### config.mk
export PLATFORM = sky130hd
export DESIGN_NAME = alu_issue_stage
export DESIGN_NICKNAME = d
export VERILOG_FILES = /design/src/rtl/alu_issue_stage.sv
export SDC_FILE = /design/constraint.sdc
export NUM_CORES = 1
export LEC_CHECK = 0
export CORE_AREA = 2 2 145 147
export DETAILED_ROUTE_END_ITERATION = 12
export DIE_AREA = 0 0 147 149
export PLACE_DENSITY = 0.76
export RECOVER_POWER = 100
export SLEW_MARGIN = 20
export SYNTH_ARGS = -nofsm -noshare
export SYNTH_HDL_FRONTEND = slang
export SYNTH_SLANG_ARGS = --single-unit
### constraint.sdc
create_clock -name clk -period 2.35 [get_ports clk]
set_input_delay 0.235 -clock clk [delete_from_list [all_inputs] [get_ports clk]]
set_output_delay 0.235 -clock clk [all_outputs]
set_load 0.02 [all_outputs]
### src/rtl/alu_issue_stage.sv
// ID/EX pipeline register: decodes RV64I ALU/load/store/branch instructions into the
// 4-bit ALU control code, selects operand B and holds the result behind valid/ready.
module alu_issue_stage #(
    parameter int unsigned XLEN    = 64,
    parameter int unsigned RADDR_W = 5
) (
    input  logic               clk,
    input  logic               reset,
    input  logic               in_valid,
    output logic               in_ready,
    input  logic [31:0]        instr,
    input  logic [XLEN-1:0]    rs1_data,
    input  logic [XLEN-1:0]    rs2_data,
    input  logic               flush,
    output logic               out_valid,
    input  logic               out_ready,
    output logic [XLEN-1:0]    alu_rs1,
    output logic [XLEN-1:0]    alu_rs2,
    output logic [3:0]         alu_control,
    output logic [XLEN-1:0]    store_data,
    output logic [RADDR_W-1:0] rd_addr,
    output logic               reg_write,
    output logic               mem_read,
    output logic               mem_write,
    output logic               branch,
    output logic [2:0]         branch_f3,
    output logic               illegal
);

    localparam logic [6:0] OPC_R      = 7'b0110011;
    localparam logic [6:0] OPC_I      = 7'b0010011;
    localparam logic [6:0] OPC_LOAD   = 7'b0000011;
    localparam logic [6:0] OPC_STORE  = 7'b0100011;
    localparam logic [6:0] OPC_BRANCH = 7'b1100011;

    localparam logic [3:0] ALU_AND  = 4'b0000;
    localparam logic [3:0] ALU_OR   = 4'b0001;
    localparam logic [3:0] ALU_ADD  = 4'b0010;
    localparam logic [3:0] ALU_XOR  = 4'b0011;
    localparam logic [3:0] ALU_SLL  = 4'b0100;
    localparam logic [3:0] ALU_SRL  = 4'b0101;
    localparam logic [3:0] ALU_SUB  = 4'b0110;
    localparam logic [3:0] ALU_SRA  = 4'b0111;
    localparam logic [3:0] ALU_SLT  = 4'b1000;
    localparam logic [3:0] ALU_SLTU = 4'b1001;

    localparam logic [6:0] F7_BASE = 7'b0000000;
    localparam logic [6:0] F7_ALT  = 7'b0100000;
    localparam logic [5:0] F6_BASE = 6'b000000;
    localparam logic [5:0] F6_ALT  = 6'b010000;

    logic [6:0]      opcode;
    logic [2:0]      funct3;
    logic [6:0]      funct7;
    logic [XLEN-1:0] imm_i;
    logic [XLEN-1:0] imm_s;
    logic [XLEN-1:0] shamt;
    logic            capture;
    logic            unused_instr_bits;

    logic [3:0]      base_ctl;
    logic [3:0]      dec_ctl;
    logic [XLEN-1:0] dec_b;
    logic            dec_rw;
    logic            dec_mr;
    logic            dec_mw;
    logic            dec_br;
    logic            dec_ill;

    assign opcode  = instr[6:0];
    assign funct3  = instr[14:12];
    assign funct7  = instr[31:25];
    assign imm_i   = {{(XLEN-12){instr[31]}}, instr[31:20]};
    assign imm_s   = {{(XLEN-12){instr[31]}}, instr[31:25], instr[11:7]};
    assign shamt   = XLEN'(instr[25:20]);
    assign unused_instr_bits = ^instr[19:15];

    assign in_ready = !out_valid || out_ready;
    assign capture  = in_valid && in_ready && !flush;

    // funct3 -> ALU code shared by R-type and I-ALU (base funct7/funct6 encodings)
    always_comb begin
        base_ctl = ALU_ADD;
        case (funct3)
            3'b000:  base_ctl = ALU_ADD;
            3'b001:  base_ctl = ALU_SLL;
            3'b010:  base_ctl = ALU_SLT;
            3'b011:  base_ctl = ALU_SLTU;
            3'b100:  base_ctl = ALU_XOR;
            3'b101:  base_ctl = ALU_SRL;
            3'b110:  base_ctl = ALU_OR;
            default: base_ctl = ALU_AND;
        endcase
    end

    // Illegal encodings are forced to a side-effect-free ADD with all enables low.
    always_comb begin
        dec_ctl = ALU_ADD;
        dec_b   = imm_i;
        dec_rw  = 1'b0;
        dec_mr  = 1'b0;
        dec_mw  = 1'b0;
        dec_br  = 1'b0;
        dec_ill = 1'b0;
        case (opcode)
            OPC_R: begin
                dec_b  = rs2_data;
                dec_rw = 1'b1;
                if (funct7 == F7_BASE) begin
                    dec_ctl = base_ctl;
                end else if (funct7 == F7_ALT && funct3 == 3'b000) begin
                    dec_ctl = ALU_SUB;
                end else if (funct7 == F7_ALT && funct3 == 3'b101) begin
                    dec_ctl = ALU_SRA;
                end else begin
                    dec_ill = 1'b1;
                end
            end
            OPC_I: begin
                dec_rw  = 1'b1;
                dec_ctl = base_ctl;
                if (funct3 == 3'b001 || funct3 == 3'b101) begin
                    dec_b = shamt;
                    if (instr[31:26] == F6_BASE) begin
                        dec_ctl = base_ctl;
                    end else if (funct3 == 3'b101 && instr[31:26] == F6_ALT) begin
                        dec_ctl = ALU_SRA;
                    end else begin
                        dec_ill = 1'b1;
                    end
                end
            end
            OPC_LOAD: begin
                dec_mr = 1'b1;
                dec_rw = 1'b1;
            end
            OPC_STORE: begin
                dec_b  = imm_s;
                dec_mw = 1'b1;
            end
            OPC_BRANCH: begin
                dec_b  = rs2_data;
                dec_br = 1'b1;
                case (funct3)
                    3'b000, 3'b001: dec_ctl = ALU_SUB;
                    3'b100, 3'b101: dec_ctl = ALU_SLT;
                    3'b110, 3'b111: dec_ctl = ALU_SLTU;
                    default:        dec_ill = 1'b1;
                endcase
            end
            default: dec_ill = 1'b1;
        endcase
        if (dec_ill) begin
            dec_ctl = ALU_ADD;
            dec_rw  = 1'b0;
            dec_mr  = 1'b0;
            dec_mw  = 1'b0;
            dec_br  = 1'b0;
        end
    end

    // Pipeline register; data only moves on capture so a stalled entry stays put.
    always_ff @(posedge clk) begin
        if (reset) begin
            out_valid   <= 1'b0;
            alu_rs1     <= '0;
            alu_rs2     <= '0;
            alu_control <= '0;
            store_data  <= '0;
            rd_addr     <= '0;
            reg_write   <= 1'b0;
            mem_read    <= 1'b0;
            mem_write   <= 1'b0;
            branch      <= 1'b0;
            branch_f3   <= '0;
            illegal     <= 1'b0;
        end else begin
            if (flush) begin
                out_valid <= 1'b0;
            end else if (capture) begin
                out_valid <= 1'b1;
            end else if (out_ready) begin
                out_valid <= 1'b0;
            end
            if (capture) begin
                alu_rs1     <= rs1_data;
                alu_rs2     <= dec_b;
                alu_control <= dec_ctl;
                store_data  <= rs2_data;
                rd_addr     <= RADDR_W'(instr[11:7]);
                reg_write   <= dec_rw;
                mem_read    <= dec_mr;
                mem_write   <= dec_mw;
                branch      <= dec_br;
                branch_f3   <= funct3;
                illegal     <= dec_ill;
            end
        end
    end

endmodule

==> results.json, run 1 <==
{
  "synth_top_cell_by_area": "dfxtp_1",
  "wl_per_cell_um": 16.5,
  "placementRows": 53,
  "postPlaceCellArea_um2": 11800,
  "die_height_um": 149,
  "drtPass1Iterations": 5,
  "grt_max_degree": 87,
  "fin_nets": 1476,
  "max_freq_mhz": 472,
  "period_share": 0.901,
  "holdWs_ns": 0.184,
  "drive_gt1_frac": 0.0544,
  "cts_resized": 0,
  "dp_hpwl_mm": 18.2,
  "p_leak_nw": 5.10,
  "ir_drop_uv": 548,
  "cp-end-kind": "register",
  "reg2reg_to": "store_data[7]",
  "synth_top_area_frac": 0.546,
  "worst-slew-pin-transition_ns": 1.30,
  "r2r-start": "out_valid",
  "antenna_found_initial": 1,
  "tns_ns": 0,
  "powerDensity_nw_per_um2": 694,
  "drc": 0,
  "rsz0062_at_grt": "false",
  "grt_overflow": 0,
  "cts_buffers": 23,
  "critPathMaxFanout": 4,
  "avgSynthCellArea_um2": 8.01,
  "numClockSinks": 210,
  "synth_nets": 1126,
  "fin_crit_ns": 2.12,
  "worstSetupPathType": "primary input to register",
  "slew_viol_final": 0,
  "utilization": 0.607,
  "core_um2": 20600,
  "fp.dieW_um": 147,
  "cp-start-kind": "primary input",
  "rrSetupSlack_ns": 0.36,
  "dr.first_iter.drc_count": 328,
  "numPortBuffers": 370,
  "h-tree-depth": 1,
  "clockBufferDepth": 3,
  "holdPathStages": 2,
  "cp_slowest_stage_delay_ns": 0.64,
  "layout_commonest_cell": "nand2_1",
  "min_to": "alu_rs1[63]",
  "ys_top_cells_by_area": "dfxtp_1 55%, nand2_1 16%, a21oi_1 13%",
  "drt-vias-per-instance": 4.96,
  "start_util": 0.374,
  "grt_pass1_vias": 7617,
  "place.gp.congestion": 0.890,
  "synth_cell_types": 45,
  "post-cts-setup-buffers": 0,
  "drv_cap": 0,
  "clockRootBuffer": "clkbuf_16",
  "finalInstanceArea_um2": 12500,
  "hp-start": "reset",
  "grtUsageTotal": 0.226,
  "fin_skew_ns": 0.00471,
  "reg2reg_depth": 6,
  "critPathBufInv": 2,
  "postCtsHoldBufs": 0,
  "insertion_delay_ns": 0.50,
  "power_mw": 8.66,
  "cp_top_family": "compound AO/OA/AOI/OAI gates",
  "dieArea_um2": 21900,
  "seq_area_frac_synth": 0.546,
  "synth-edff-count": 0,
  "crit_path_cell_trace": "clkdlybuf4s50_1 -> or4_1 -> o311ai_1 -> nand3_2 -> a311oi_4 -> clkbuf_1 -> a22o_1",
  "synth_flop_cell": "dfxtp_1",
  "final_cell_mix": "338 x nand2_1, 212 x dlygate4sd3_1, 210 x dfxtp_1",
  "crit_required_ns": 2.80,
  "synth-seq-cells": 210,
  "arrival_ns": 2.56,
  "final_antenna_net_count": 0,
  "cts_tree": "done",
  "yosys_warnings": 0,
  "setup_viol": 0,
  "wl_mm": 26.5,
  "synthesis.area_um2": 7700,
  "num_io_pins": 376,
  "area_growth_pct": 62.2,
  "maxSlewHeadroom": 0.134,
  "synthArstFlopShare": 0,
  "grt_pass1_wl_mm": 40.0,
  "vias": 7929,
  "run_status": "complete, no violations",
  "cpMaxStageDelayCell": "or4_1",
  "synthCells": 961,
  "clk_pin_slew_ns": 0.06,
  "hold_violations": 0,
  "hold_class": "primary input to register"
}
-- cell usage after synthesis (2+ instances only) --
master,instances
nand2_1,338
dfxtp_1,210
a21oi_1,196
clkbuf_1,68
o21ai_0,57
inv_1,9
nor2_1,7
a22o_1,6
buf_2,6
a222oi_1,5
o221ai_1,5
o22a_1,5
nor2b_1,4
and3_1,3
nand3b_1,3
a211oi_1,2
a31oi_1,2
and4bb_2,2
nand2b_1,2
nand3_1,2
nand4_1,2
nor3_2,2
o211ai_1,2
xor2_1,2
-- report_power, final --
group	total [mW]	leakage, nW	internal, mW	switching [mW]
registers	3.83	1.72	3.75	0.0828
logic	1.33	3.02	0.625	0.710
clock network	3.49	0.364	2.10	1.40
-- metrics by stage --
step / cells / worst slack, ns
finish: 1600 / 0.233
global route: 1600 / 0.111
CTS: 1599 / 0.322
detailed placement: 1561 / -0.0543
global placement: 1561 / -0.0222
floorplan: 961 / 0.528
-- layout make-up --
class                      instances  area, um^2
antenna                            1        2.50
clock buffer                      37         728
clock inverter                     1        8.76
fill                            1795        8080
inverter                           9        33.8
multi-input combinational        667        3170
sequential                       210        4200
tap                              275         344
timing repair buffer             400        3990
-- per-layer routing --
| layer | wire (um) | GRT usage |
|---|---|---|
| met1 | 10500 | 0.264 |
| met2 | 12400 | 0.378 |
| met3 | 2690 | 0.0914 |
| met4 | 962 | 0.0793 |
| met5 | 0 | 0 |
-- cell families (layout without fill, tap and decap cells) --
group / Yosys count / in the layout / share of synthesized area
compound gates: 290 / 290 / 0.211
flops: 210 / 210 / 0.546
buf+inv: 84 / 447 / 0.0419
simple gates: 373 / 373 / 0.196
mux: 1 / 1 / 0.00130
xor+xnor: 3 / 3 / 0.00341
other cells: 0 / 1 / 0
-- worst max path at each step --
| stage | start | end | slack, ns | cells after the start |
|---|---|---|---|---|
| finish | instr[28] | mem_read | 0.23 | 7 |
| global route | out_valid | in_ready | 0.11 | 3 |
| CTS | out_valid | in_ready | 0.32 | 3 |
| detailed placement | instr[28] | reg_write | -0.05 | 7 |
| global placement | instr[28] | reg_write | -0.02 | 7 |
| floorplan | instr[29] | reg_write | 0.53 | 5 |
-- flip-flops by register name (all words and copies together) (netlist names), 3 cells and up --
name         count
alu_control      4
alu_rs1         64
alu_rs2         64
branch_f3        3
rd_addr          5
store_data      64
Power figures use the tool's default switching activity.
==> inputs of run 2 (changes only) <==
--- a/config.mk
+++ b/config.mk
@@ -6,6 +6,7 @@
 export NUM_CORES = 1
 export LEC_CHECK = 0
 export CORE_AREA = 2 2 145 147
+export CTS_CLUSTER_SIZE = 10
 export DETAILED_ROUTE_END_ITERATION = 12
 export DIE_AREA = 0 0 147 149
 export PLACE_DENSITY = 0.76
==> constraint.sdc (replaced) <==
create_clock -name clk -period 2.2 [get_ports clk]
set_input_delay 0.22 -clock clk [delete_from_list [all_inputs] [get_ports clk]]
set_output_delay 0.22 -clock clk [all_outputs]
set_load 0.02 [all_outputs]
==> run 2 against run 1 <==
Effect of this change:
- hold slack improved by 0.061 ns
- die area did not move
- largest power group unchanged
- critical path type is now register to output pin
- non-clock buffer count rose by 8
- critical endpoint is now in_ready
- total power rose by 5.1%
==> results.json, run 2 (synthesis results as in run 1) <==
{
  "run_status": "complete, no violations",
  "grt_pass1_wl_mm": 41.3,
  "wl_mm": 26.9,
  "drt-vias-per-instance": 5.00,
  "critPathMaxFanout": 3,
  "setup_ws_ns": 0.153,
  "hold_violations": 0,
  "worstSetupPathType": "register to output pin",
  "fill_cells": 1858,
  "fin_skew_ns": 0.0103,
  "pre_cts_slack_ns": -0.147,
  "largest_registers": "alu_rs1 (64), alu_rs2 (64), store_data (64)",
  "placementRows": 53,
  "start_util": 0.374,
  "cts_resized": 0,
  "dieArea_um2": 21900,
  "dp_hpwl_mm": 18.6,
  "numClockSinks": 210,
  "grt_max_degree": 128,
  "fin_nets": 1486,
  "grtUsageTotal": 0.231,
  "ir_drop_uv": 635,
  "grt_overflow": 0,
  "dr.first_iter.drc_count": 316,
  "maxSlewHeadroom": 0.457,
  "final_antenna_net_count": 0,
  "area_growth_pct": 62.4,
  "final_cell_mix": "338 x nand2_1, 211 x dlygate4sd3_1, 210 x dfxtp_1",
  "worst-slew-pin-transition_ns": 0.814,
  "wl_per_cell_um": 16.8,
  "arrival_ns": 1.83,
  "fp.dieW_um": 147,
  "clockBufferDepth": 3,
  "vias": 8013,
  "post-cts-setup-buffers": 0,
  "drc": 0,
  "place.gp.congestion": 0.857,
  "drtPass1Iterations": 5,
  "period_share": 0.930,
  "num_io_pins": 376,
  "cp-end-kind": "output pin",
  "startpoint": "out_valid",
  "grt_pass1_vias": 7651,
  "setup_viol": 0,
  "numPortBuffers": 370,
  "clk_pin_slew_ns": 0.05,
  "crit_required_ns": 1.98,
  "cp-start-kind": "register",
  "clockRootBuffer": "clkbuf_16",
  "postCtsHoldBufs": 0,
  "hp-start": "rs1_data[33]",
  "holdWs_ns": 0.245,
  "p_leak_nw": 5.11,
  "die_height_um": 149,
  "rsz0062_at_grt": "false",
  "cts_tree": "done",
  "drv_cap": 0,
  "cts_buffers": 25,
  "max_freq_mhz": 489,
  "slew_viol_final": 0,
  "layout_commonest_cell": "nand2_1",
  "hold_class": "primary input to register",
  "r2r-start": "out_valid",
  "powerDensity_nw_per_um2": 728,
  "insertion_delay_ns": 0.52,
  "antenna_found_initial": 1,
  "h-tree-depth": 1,
  "drive_gt1_frac": 0.0558,
  "fin_crit_ns": 2.05,
  "antenna-diode-count": 0,
  "core_um2": 20600
}
run 2: changes by cell type in the layout (fill, tap and decap cells not counted), sizes merged:
cell,previous run,this run
buf,22,34
clkbuf,46,36
clkdlybuf4s50,157,158
diode,1,0
dlygate4sd3,212,211
inv,8,9
run 2: path summary, 6_finish.rpt:
check	cells after the start	slack [ns]	to
hold reg to reg	2	0.45	store_data[34]
setup reg to reg	6	0.24	alu_rs2[0]
hold / removal	3	0.25	alu_rs1[33]
setup / recovery	3	0.15	in_ready
run 2: where the power goes:
group          internal [mW]  total (mW)  switching [mW]
Combinational          0.676        1.44           0.764
Clock                   2.07        3.57            1.51
Sequential              4.00        4.09          0.0875
Total                   6.74        9.10            2.36
run 2: critical path: stages (launching register included):
cell	delay, ns
dfxtp_1	0.32
nor2b_1	0.22
inv_1	0.09
dlygate4sd3_1	0.69
run 2: layout make-up:
type,count,area (um^2),share of cell area
Multi-Input combinational cell,667,3160,0.253
Timing Repair Buffer,408,4090,0.327
Inverter,9,33.8,0.00270
Clock buffer,31,658,0.0527
Tap cell,275,344,0.0275
Clock inverter,2,13.8,0.00110
Sequential cell,210,4200,0.336
run 2: stage by stage:
step | util | instances | area, um^2 | power [mW] | TNS [ns]
after floorplan | - | 961 | 7700 | 4.81 | 0
final | 0.608 | 1602 | 12500 | 9.10 | 0
after global routing | 0.608 | 1602 | 12500 | 9.48 | 0
after global placement | 0.577 | 1569 | 11900 | 5.67 | -0.920
after detailed placement | 0.577 | 1569 | 11900 | 5.69 | -1.01
after CTS | 0.610 | 1602 | 12500 | 9.28 | 0
run 2: routing by layer:
layer,vias to the layer above,wire (um),global-route usage
li1,3939,-,-
met1,3687,10800,0.279
met2,323,12600,0.385
met3,62,2610,0.0807
met4,2,829,0.0808
met5,-,13,0
